**config.mk**
```make
export PLATFORM = sky130hd
export DESIGN_NAME = wb_stage
export DESIGN_NICKNAME = d
export VERILOG_FILES = /design/src/rtl/wb_pkg.sv /design/src/rtl/wb_load_ext.sv /design/src/rtl/wb_stage.sv
export SDC_FILE = /design/constraint.sdc
export NUM_CORES = 1
export LEC_CHECK = 0
export ABC_AREA = 0
export CORE_UTILIZATION = 50
export CTS_CLUSTER_SIZE = 25
export DETAILED_ROUTE_END_ITERATION = 10
export DONT_BUFFER_PORTS = 1
export HOLD_SLACK_MARGIN = 0.05
export MAX_ROUTING_LAYER = met4
export PLACE_DENSITY = 0.64
export SLEW_MARGIN = 20
export SYNTH_ARGS = -nofsm -noshare
export SYNTH_HDL_FRONTEND = slang
export SYNTH_SLANG_ARGS = --single-unit
```
**constraint.sdc**
```tcl
create_clock -name clk -period 5 [get_ports clk]
set_input_delay 1.5 -clock clk [delete_from_list [all_inputs] [get_ports clk]]
set_output_delay 1.5 -clock clk [all_outputs]
set_load 0.03 [all_outputs]
```
**src/rtl/wb_pkg.sv**
```systemverilog
// wb_pkg: shared encodings for the writeback stage
package wb_pkg;
    localparam logic [1:0] SEL_ALU = 2'd0;
    localparam logic [1:0] SEL_MEM = 2'd1;
    localparam logic [1:0] SEL_CSR = 2'd2;
    localparam logic [1:0] SEL_PC4 = 2'd3;
    localparam logic [2:0] F3_LB  = 3'b000;
    localparam logic [2:0] F3_LH  = 3'b001;
    localparam logic [2:0] F3_LW  = 3'b010;
    localparam logic [2:0] F3_LBU = 3'b100;
    localparam logic [2:0] F3_LHU = 3'b101;
    typedef enum logic {IDLE, WAIT_MEM} state_e;
endpackage

```
**src/rtl/wb_load_ext.sv**
```systemverilog
// wb_load_ext: selects the load lane and sign/zero-extends it
module wb_load_ext
    import wb_pkg::*;
#(
    parameter int DATA_WIDTH = 32
) (
    input  logic [2:0]            funct3,
    input  logic [1:0]            offset,
    input  logic [DATA_WIDTH-1:0] rdata,
    output logic [DATA_WIDTH-1:0] data
);
    logic [7:0]  lane_b;
    logic [15:0] lane_h;
    // pick the addressed lane, then extend according to the load type
    always_comb begin
        lane_b = rdata[{offset, 3'b000} +: 8];
        lane_h = offset[1] ? rdata[31:16] : rdata[15:0];
        data   = funct3 == F3_LB  ? {{(DATA_WIDTH-8){lane_b[7]}}, lane_b} :
                 funct3 == F3_LH  ? {{(DATA_WIDTH-16){lane_h[15]}}, lane_h} :
                 funct3 == F3_LW  ? rdata :
                 funct3 == F3_LBU ? {{(DATA_WIDTH-8){1'b0}}, lane_b} :
                 funct3 == F3_LHU ? {{(DATA_WIDTH-16){1'b0}}, lane_h} :
                 '0;
    end
endmodule

```
**src/rtl/wb_stage.sv**
```systemverilog
// wb_stage: writeback stage with result select, load wait and retire counter
module wb_stage
    import wb_pkg::*;
#(
    parameter int DATA_WIDTH = 32,
    parameter int CNT_WIDTH  = 32
) (
    input  logic                  clk,
    input  logic                  rst,
    input  logic                  i_valid,
    output logic                  o_ready,
    input  logic [1:0]            i_sel,
    input  logic                  i_rd_wen,
    input  logic [4:0]            i_rd_addr,
    input  logic [DATA_WIDTH-1:0] i_alu_result,
    input  logic [DATA_WIDTH-1:0] i_csr_data,
    input  logic [DATA_WIDTH-1:0] i_pc_plus4,
    input  logic [2:0]            i_ld_funct3,
    input  logic [1:0]            i_ld_offset,
    input  logic                  i_mem_rvalid,
    input  logic [DATA_WIDTH-1:0] i_mem_rdata,
    output logic                  o_rd_wen,
    output logic [4:0]            o_rd_addr,
    output logic [DATA_WIDTH-1:0] o_rd_wdata,
    output logic                  o_retire,
    output logic [CNT_WIDTH-1:0]  o_retire_cnt
);
    state_e                state_q;
    logic                  wen_q, rd_wen_q, retire_q;
    logic [4:0]            addr_q, rd_addr_q;
    logic [2:0]            f3_q;
    logic [1:0]            off_q;
    logic [DATA_WIDTH-1:0] rd_wdata_q, ld_data;
    logic [CNT_WIDTH-1:0]  cnt_q;
    logic                  waiting, accept, done_d, wen_d, park_d;
    logic [4:0]            addr_d;
    logic [DATA_WIDTH-1:0] wdata_d;

    assign waiting      = state_q == WAIT_MEM;
    assign o_ready      = !waiting;
    assign accept       = i_valid && o_ready;
    assign o_rd_wen     = rd_wen_q;
    assign o_rd_addr    = rd_addr_q;
    assign o_rd_wdata   = rd_wdata_q;
    assign o_retire     = retire_q;
    assign o_retire_cnt = cnt_q;

    wb_load_ext #(.DATA_WIDTH(DATA_WIDTH)) u_ext (
        .funct3(waiting ? f3_q : i_ld_funct3),
        .offset(waiting ? off_q : i_ld_offset),
        .rdata (i_mem_rdata),
        .data  (ld_data)
    );

    // decide whether an instruction completes this cycle and what it writes
    always_comb begin
        done_d  = accept ? (i_sel != SEL_MEM || i_mem_rvalid) : (waiting && i_mem_rvalid);
        park_d  = accept && i_sel == SEL_MEM && !i_mem_rvalid;
        addr_d  = waiting ? addr_q : i_rd_addr;
        wen_d   = (waiting ? wen_q : i_rd_wen) && addr_d != 5'd0;
        wdata_d = (waiting || i_sel == SEL_MEM) ? ld_data :
                  i_sel == SEL_ALU ? i_alu_result :
                  i_sel == SEL_CSR ? i_csr_data : i_pc_plus4;
    end

    // state machine, pending-load context and registered write/retire outputs
    always_ff @(posedge clk) begin
        if (rst) begin
            state_q    <= IDLE;
            wen_q      <= 1'b0;
            addr_q     <= '0;
            f3_q       <= '0;
            off_q      <= '0;
            rd_wen_q   <= 1'b0;
            rd_addr_q  <= '0;
            rd_wdata_q <= '0;
            retire_q   <= 1'b0;
            cnt_q      <= '0;
        end else begin
            retire_q <= done_d;
            rd_wen_q <= done_d && wen_d;
            if (done_d) begin
                rd_addr_q  <= addr_d;
                rd_wdata_q <= wdata_d;
                cnt_q      <= cnt_q + CNT_WIDTH'(1);
            end
            if (park_d) begin
                state_q <= WAIT_MEM;
                wen_q   <= i_rd_wen;
                addr_q  <= i_rd_addr;
                f3_q    <= i_ld_funct3;
                off_q   <= i_ld_offset;
            end else if (waiting && i_mem_rvalid) begin
                state_q <= IDLE;
            end
        end
    end
endmodule

```
# Yosys cells after proc, flatten, opt, wreduce, memory -nomap -nowiden
# Index checks and enable logic that the tools add are counted.
dict set report totals {
  register_bits 83
  in_bits 145
  romBits 0
  output_inout_bits 72
  latchBits 0
  mem_count 0
  ramBits 0
  wordCells 49
}
dict set report classes {
  mul 0
  bitwise 0
  div_mod_pow 0
  n_eq_ne 7
  n_reduce_logical 14
  shifts 1
  magnitude_cmp 0
  mux 16
  n_addsub 1
}
# cell n
set ops {}
lappend ops {{$mux 32} 7}
lappend ops {{$add 32x1->32 const B} 1}
lappend ops {{$mux 16} 2}
lappend ops {{$shiftx 32x6->8} 1}
lappend ops {{$eq 3x3->1 const B} 2}
lappend ops {{$logic_and 1x1->1} 6}
lappend ops {{$mux 5} 1}
lappend ops {{$reduce_bool 5->1} 1}
lappend ops {{$mux 1} 4}
lappend ops {{$eq 3x1->1 const B} 1}
lappend ops {{$eq 3x2->1 const B} 1}
lappend ops {{$logic_not 3->1} 1}
lappend ops {{$mux 3} 1}
lappend ops {{$eq 2x1->1 const B} 1}
lappend ops {{$eq 2x2->1 const B} 1}
lappend ops {{$logic_not 1->1} 2}
lappend ops {{$logic_not 2->1} 1}
lappend ops {{$logic_or 1x1->1} 2}
lappend ops {{$mux 2} 1}
lappend ops {{$ne 2x1->1 const B} 1}
lappend ops {{$reduce_bool 2->1} 1}

# Longest topological paths before layout
# Gate-level depths: netlist (run 1).
dict set report depth {
  ltp_word 8
  depth_mapped 8
  ltp_nobuf 6
}

# Hierarchy
# From an unflattened synthesis (run 1), not the netlist that was laid out.
dict set report hier_totals {
  hier_cells 628
  hier_area_um2 5033.6
}
# module n_inst cells_per_inst area_per_inst_um2 seq_area_each_um2
set by_module_without_submodules {}
lappend by_module_without_submodules {wb_stage 1 505 4182.8 1661.6}
lappend by_module_without_submodules {wb_load_ext 1 123 850.8 0.0}

# Worst setup path after synthesis (run 1)
# Ideal clock, no wire load.
dict set report synth_path {
  path_type {input-to-reg}
  startpoint {input i_ld_offset[0]}
  endpoint {register rd_wdata_q[22] (netlist: o_rd_wdata[22])}
  required_ns 4.886
  stages 6
  arrival_time_ns 3.044
  path_buffers 1
  path_slack_ns 1.842
  cell_sequence {mux2i_1 > mux4_2 > a21oi_4 > buf_6 > a311oi_2 > a21o_1}
}
dict set report synth_via {
  elab_chain_cells 4
}
# element line
set synth_lines {}
lappend synth_lines {{start, declared} wb_stage.sv:19} ;# input logic [1:0] i_ld_offset,
lappend synth_lines {{$mux 2} wb_stage.sv:50} ;# .offset(waiting ? off_q : i_ld_offset),
lappend synth_lines {{$shiftx 32x6->8} wb_load_ext.sv:16} ;# lane_b = rdata[{offset, 3'b000} +: 8];
lappend synth_lines {{$mux 32} wb_load_ext.sv:18} ;# data = funct3 == F3_LB ? {{(DATA_WIDTH-8){lane_b[7]}}, lane_b} :
lappend synth_lines {{$mux 32} wb_stage.sv:61} ;# wdata_d = (waiting || i_sel == SEL_MEM) ? ld_data :
lappend synth_lines {{end signal, assigned} wb_stage.sv:84} ;# rd_wdata_q <= wdata_d;
lappend synth_lines {{end, declared} wb_stage.sv:33} ;# logic [DATA_WIDTH-1:0] rd_wdata_q, ld_data;
# Every way passes these cells.
# A chain may end at the register's enable or synchronous reset.

# Final worst setup path (run 1)
dict set report layout_path {
  startpoint {input i_ld_offset[1]}
  endpoint {register rd_wdata_q[7] (netlist: o_rd_wdata[7])}
}
dict set report layout_via {
  elab_chain_cells 8
  elab_cells_between_ends 9
}
# element line
set layout_lines {}
lappend layout_lines {{$mux 2 (*)} wb_stage.sv:50}
lappend layout_lines {{branches (longest 5 deep; another with $shiftx 32x6->8)} n/a}
lappend layout_lines {{$mux 32 (*)} wb_load_ext.sv:18}
lappend layout_lines {{$mux 32 (*)} wb_stage.sv:61}
# Every way passes the cells marked *.

==> run metrics, run 1 <==
status complete, no violations; synth warn 0; Max Cap Viol 0; fin area 5220 um^2; Yosys cell types 58; Mapped Avg Cell Area 8.42 um^2; Max VDD drop 0.152 mV; # H-tree levels 3; FP Rows 36; I/O Pins roughly 220; final critical-path share of the clock period 0.644; Hold Path Class reg2reg; largest cells by area after synthesis dfxtp_1, mux2i_1, nor2_1, a21oi_1, a311oi_2; Synth Register Bits 83; placer congestion estimate 0.920; Diodes inserted 0; ANT nets after route 0; clk_skew about 13 ps; Chip Height 103 um; post-synth top area share 0.329; TNS Setup 0 ps; Rel. slew slack 0.377; main flop type after synthesis dfxtp_1; # resized after CTS 0; GR Layer Usage met1 0.378; CP Launch Type primary input; sequential share of the synthesized area 0.329; Final setup viols 0; core area 9770 um^2; Post-synth ARST share 0; Post-DP HPWL roughly 11 mm; WL per Instance 20.8 um; # nets final 716; gr usage total 0.287; IO buf count 0; Yosys top cell by area dfxtp_1; Longest Clk Path Bufs 2; Reg clk slew, reported paths 90 ps; leakage power 1.93 nW; met3 Usage GRT 0.0753; most common cell in the synthesized netlist dfxtp_1; Area Overhead vs Synth 3.34%; die width 103 um; Post-CTS Setup Inserts 0; max-slew violations 0; CTS root buffer clkbuf_8; Post-synth EDFFs 0; total routed wirelength 14.8 mm; largest net degree at the start of global routing 62; drt drc 0; Fmax 311 MHz; via count between 4000 and 5000; GRT Residual Overflow 0; placed cell areas 5030 um^2; Post-Syn Nets 746; commonest cells in the netlist dfxtp_1, nor2_1, mux2i_1; Post-Syn Area 5050 um^2; clk sink count between 80 and 90; Slew @ Worst Pin 935 ps; vias in the first global route 4099; drt pass-1 iters 4; Power per Cell Area ~270 nW/um^2; Data arrival, critical path 3450 ps; Critical Path RT 5230 ps; RSZ-0062 raised after global routing no; Hold Fails Final Rpt 0; wire length of the first global-routing pass roughly 22 mm; TritonCTS clock tree done; crit end category register; Initial Utilization 0.517; met2 GRT Util 0.419; antenna violations before repair 0; WS Path Type in2reg; Synth Instances 600; CTS Buf Count 9; share of cells above drive strength 1 0.0835; CTS Hold Bufs 0; worst skew pair latency 360 ps; Most Crowded Layer GR met2; routed vias/inst 6.43; DIE AREA 10500 um^2; fillers 948; DR iter-0 viols 200; final worst path period need 3220 ps; crit-path max FO 17
## state kept, by name, summed over array words and instances (netlist names), 2 cells and up
| name | count |
|---|---|
| o_rd_addr | 5 |
| o_retire_cnt | 32 |
| addr_q | 5 |
| o_rd_wdata | 32 |
| off_q | 2 |
| f3_q | 3 |
## layout by cell type, fill, tap and decap left out, types with 4 or more instances in the layout
master and instances:
dfxtp_1 82, nor2_1 73, mux2i_1 64, a21oi_1 45, nand2_1 37, o21ai_1 28, o21ai_0 25, a21o_1 17
a2bb2oi_1 16, or4_1 14, inv_1 10, nand4_1 10, o31ai_1 10, or3_1 10, a311oi_2 10, o211ai_1 10
clkbuf_8 10, nand3b_1 9, a221oi_1 9, nand3_1 7, xor2_1 6, a311oi_1 6, a211oi_1 5, nor2b_1 4
or2_1 4, buf_4 4
## kinds of logic after synthesis
family          after synthesis  share of synthesized area
simple gates                192                      0.199
compound gates              189                      0.259
flops                        83                      0.329
mux                          68                      0.140
buf+inv                      58                     0.0542
xor+xnor                      9                     0.0156
fa+ha+maj                     1                    0.00248
## final cells by class
type,instances,area [um^2],area share
Sequential cell,83,1660,0.319
Multi-Input combinational cell,459,3130,0.599
Tap cell,133,166,0.0319
Clock buffer,10,138,0.0264
Clock inverter,6,47.5,0.00911
Timing Repair Buffer,4,30.0,0.00575
Inverter,13,48.8,0.00935
## final timing paths
check	from	end	slack, ps	cells after the start
hold / removal	f3_q[2]	f3_q[2]	520	2
hold reg to reg	f3_q[2]	f3_q[2]	520	2
setup / recovery	i_ld_offset[1]	o_rd_wdata[7]	1780	5
setup reg to reg	state_q	o_rd_wdata[7]	2130	5
## critical path, stage by stage
cell and delay (ps):
mux2i_4 580, mux4_2 470, nor2b_1 160, a2111oi_0 590, o21ai_1 140
## where the power goes
part | total (mW) | switching (mW) | internal, mW
registers | 0.778 | 0.0859 | 0.692
clock network | 0.463 | 0.264 | 0.199
logic | 0.187 | 0.104 | 0.0829
total | 1.43 | 0.454 | 0.974
## stage by stage
step / util / std cells / total power [mW] / worst slack [ps] / hold slack (ps)
after global routing: 0.534 / 708 / 1.50 / 1720 / 554
after global placement: 0.514 / 692 / 0.975 / 1400 / 474
final: 0.534 / 708 / 1.43 / 1780 / 518
after CTS: 0.533 / 708 / 1.44 / 1780 / 518
after floorplan: - / 600 / 0.953 / 1840 / 461
after detailed placement: 0.514 / 692 / 0.979 / 1390 / 493
## routing by layer
metal / wire length (um) / part of all wire / vias to the layer above
li1: - / - / 2172
met1: 6310 / 0.43 / 2152
met2: 6730 / 0.46 / 194
met3: 1300 / 0.088 / 31
met4: 412 / 0.028 / 0
met5: 0 / 0 / -
Note: power is estimated with default switching activity, not from simulation.
==> run 2, diff against run 1 <==
PLACE_DENSITY = 0.67   (was 0.64)
clock period = 2.8 ns   (was 5 ns; I/O delays follow)
==> run metrics, run 2 (synthesized netlist as in run 1, its figures left out) <==
# H-tree levels 3; Slew @ Worst Pin between 700 and 800 ps; Max VDD drop roughly 0.29 mV; vias in the first global route 4298; gr usage total 0.285; RSZ-0062 raised after global routing no; via count 4597; Critical Path RT 3090 ps; Reg-to-Reg End o_retire_cnt[30]; WL per Instance approximately 21 um; core area slightly below 10000 um^2; Diodes inserted 0; crit end category register; DR iter-0 viols roughly 150; Hold Path Class reg2reg; CP Launch Type register; CTS Hold Bufs 0; DIE AREA 10500 um^2; Rel. slew slack 0.475; final critical-path share of the clock period 0.852; fillers between 900 and 1000; Post-CTS Setup Inserts 0; min-delay src wen_q; leakage power just over 2 nW; WS Path Type reg2reg; worst skew pair latency 370 ps; FF-to-FF Start o_retire_cnt[9]; CTS root buffer clkbuf_8; Top delay family on crit path simple AND/OR/NAND/NOR gates; Max stage delay on crit path 660 ps; share of cells above drive strength 1 0.105; most frequent cells in the layout dfxtp_1, nor2_1, mux2i_1, a21oi_1, nand2_1; Initial Utilization 0.517; R2R setup slack 410 ps; Cell Int Power 1.90 mW; CP Buf/Inv Count 0; GRT Residual Overflow 0; total routed wirelength 14.8 mm; die width 103 um; status complete, no violations; Sequential Power Share 0.514; routed vias/inst 6.37; # resized after CTS 0; Switch Pwr 0.801 mW; Longest Clk Path Bufs 2; drt drc 0; Fmax 419 MHz; TritonCTS clock tree done; Data arrival, critical path 2680 ps; Final setup viols 0; clk_skew 11.0 ps; TNS Setup 0 ps; Post-DP HPWL 11.1 mm; CTS Buf Count 9; I/O Pins 217; Max Cap Viol 0; Area Overhead vs Synth 6.27%; IO buf count 0; Power per Cell Area 503 nW/um^2; Hold Path Cell Cnt 2; # nets final 731; Hold Fails Final Rpt 0; part of the power in the clock network 0.357; Reg clk slew, reported paths approximately 90 ps; FP Rows 36; Crit-path slowest cell or4_4; drt pass-1 iters 5; crit-path max FO 14; combinational group share of total power 0.130; CP cell instances nand4_2 > or4_4 > nand4b_4 > or3_1 > a21oi_1; Sw Ratio 0.297; wire length of the first global-routing pass 21.9 mm; placer congestion estimate 0.955; clk sink count 83; Chip Height 103 um; final worst path period need 2390 ps; power after layout 2.70 mW; R2R depth 5; max-slew violations 0; ANT nets after route 0; antenna violations before repair 0; most common cell after layout, fill and taps aside dfxtp_1; Worst Hold End o_rd_wen; largest net degree at the start of global routing 62
## run 2: changes by cell type in the layout (fill, tap and decap cells not counted)
cell | before | now
buf_12 | 0 | 1
bufinv_16 | 0 | 2
clkinv_4 | 2 | 3
a21oi_4 | 2 | 1
a21oi_2 | 0 | 1
clkbuf_8 | 10 | 9
buf_4 | 4 | 18
inv_6 | 2 | 0
clkinvlp_4 | 1 | 0
## run 2: metal layers
| layer | up-vias | track usage | part of all wire |
|---|---|---|---|
| met3 | 46 | 0.0759 | 0.090 |
| met2 | 214 | 0.432 | 0.45 |
| met4 | 0 | 0.156 | 0.042 |
| met1 | 2138 | 0.345 | 0.42 |
| li1 | 2199 | - | - |
| met5 | - | - | 0 |
## run 2: cell type report
class,instances,area (um^2),share of cell area
clock buffer,9,124,0.0231
clock inverter,6,91.3,0.0170
inverter,13,48.8,0.00909
multi-input combinational,459,3120,0.581
sequential,83,1660,0.310
tap,133,166,0.0310
timing repair buffer,19,155,0.0289
## run 2: stage by stage
| step | utilization | area [um^2] | hold WS (ps) | setup WS, ps | instances |
|---|---|---|---|---|---|
| floorplan | - | 5050 | 461 | 302 | 600 |
| global placement | 0.527 | 5150 | 477 | 374 | 707 |
| detailed placement | 0.527 | 5150 | 491 | 360 | 707 |
| CTS | 0.549 | 5370 | 504 | 414 | 722 |
| global route | 0.549 | 5370 | 512 | 293 | 722 |
| finish | 0.549 | 5370 | 511 | 414 | 722 |
## run 2: tightest hold or removal path, stage by stage, from the launching register on
cell and delay (ps):
dfxtp_1 320, o211ai_1 80, a21oi_1 70
## run 2: power by group through the flow
| stage | combinational [mW] | sequential, mW | clock (mW) |
|---|---|---|---|
| finish | 0.350 | 1.39 | 0.963 |
| global route | 0.387 | 1.39 | 1.02 |
| CTS | 0.350 | 1.39 | 0.984 |
| detailed placement | 0.349 | 1.41 | 0 |
| global placement | 0.340 | 1.41 | 0 |
| floorplan | 0.305 | 1.40 | 0 |
## run 2: worst max path at each step
stage                               start  slack [ps]  cells after the start          endpoint
after CTS                 o_retire_cnt[9]         410                      5  o_retire_cnt[30]
after detailed placement   i_ld_offset[0]         360                      5    o_rd_wdata[11]
after floorplan            i_ld_offset[0]         300                      6    o_rd_wdata[22]
final                     o_retire_cnt[9]         410                      5  o_retire_cnt[30]
after global routing      o_retire_cnt[9]         290                      5  o_retire_cnt[30]
after global placement     i_ld_offset[0]         370                      5     o_rd_wdata[7]
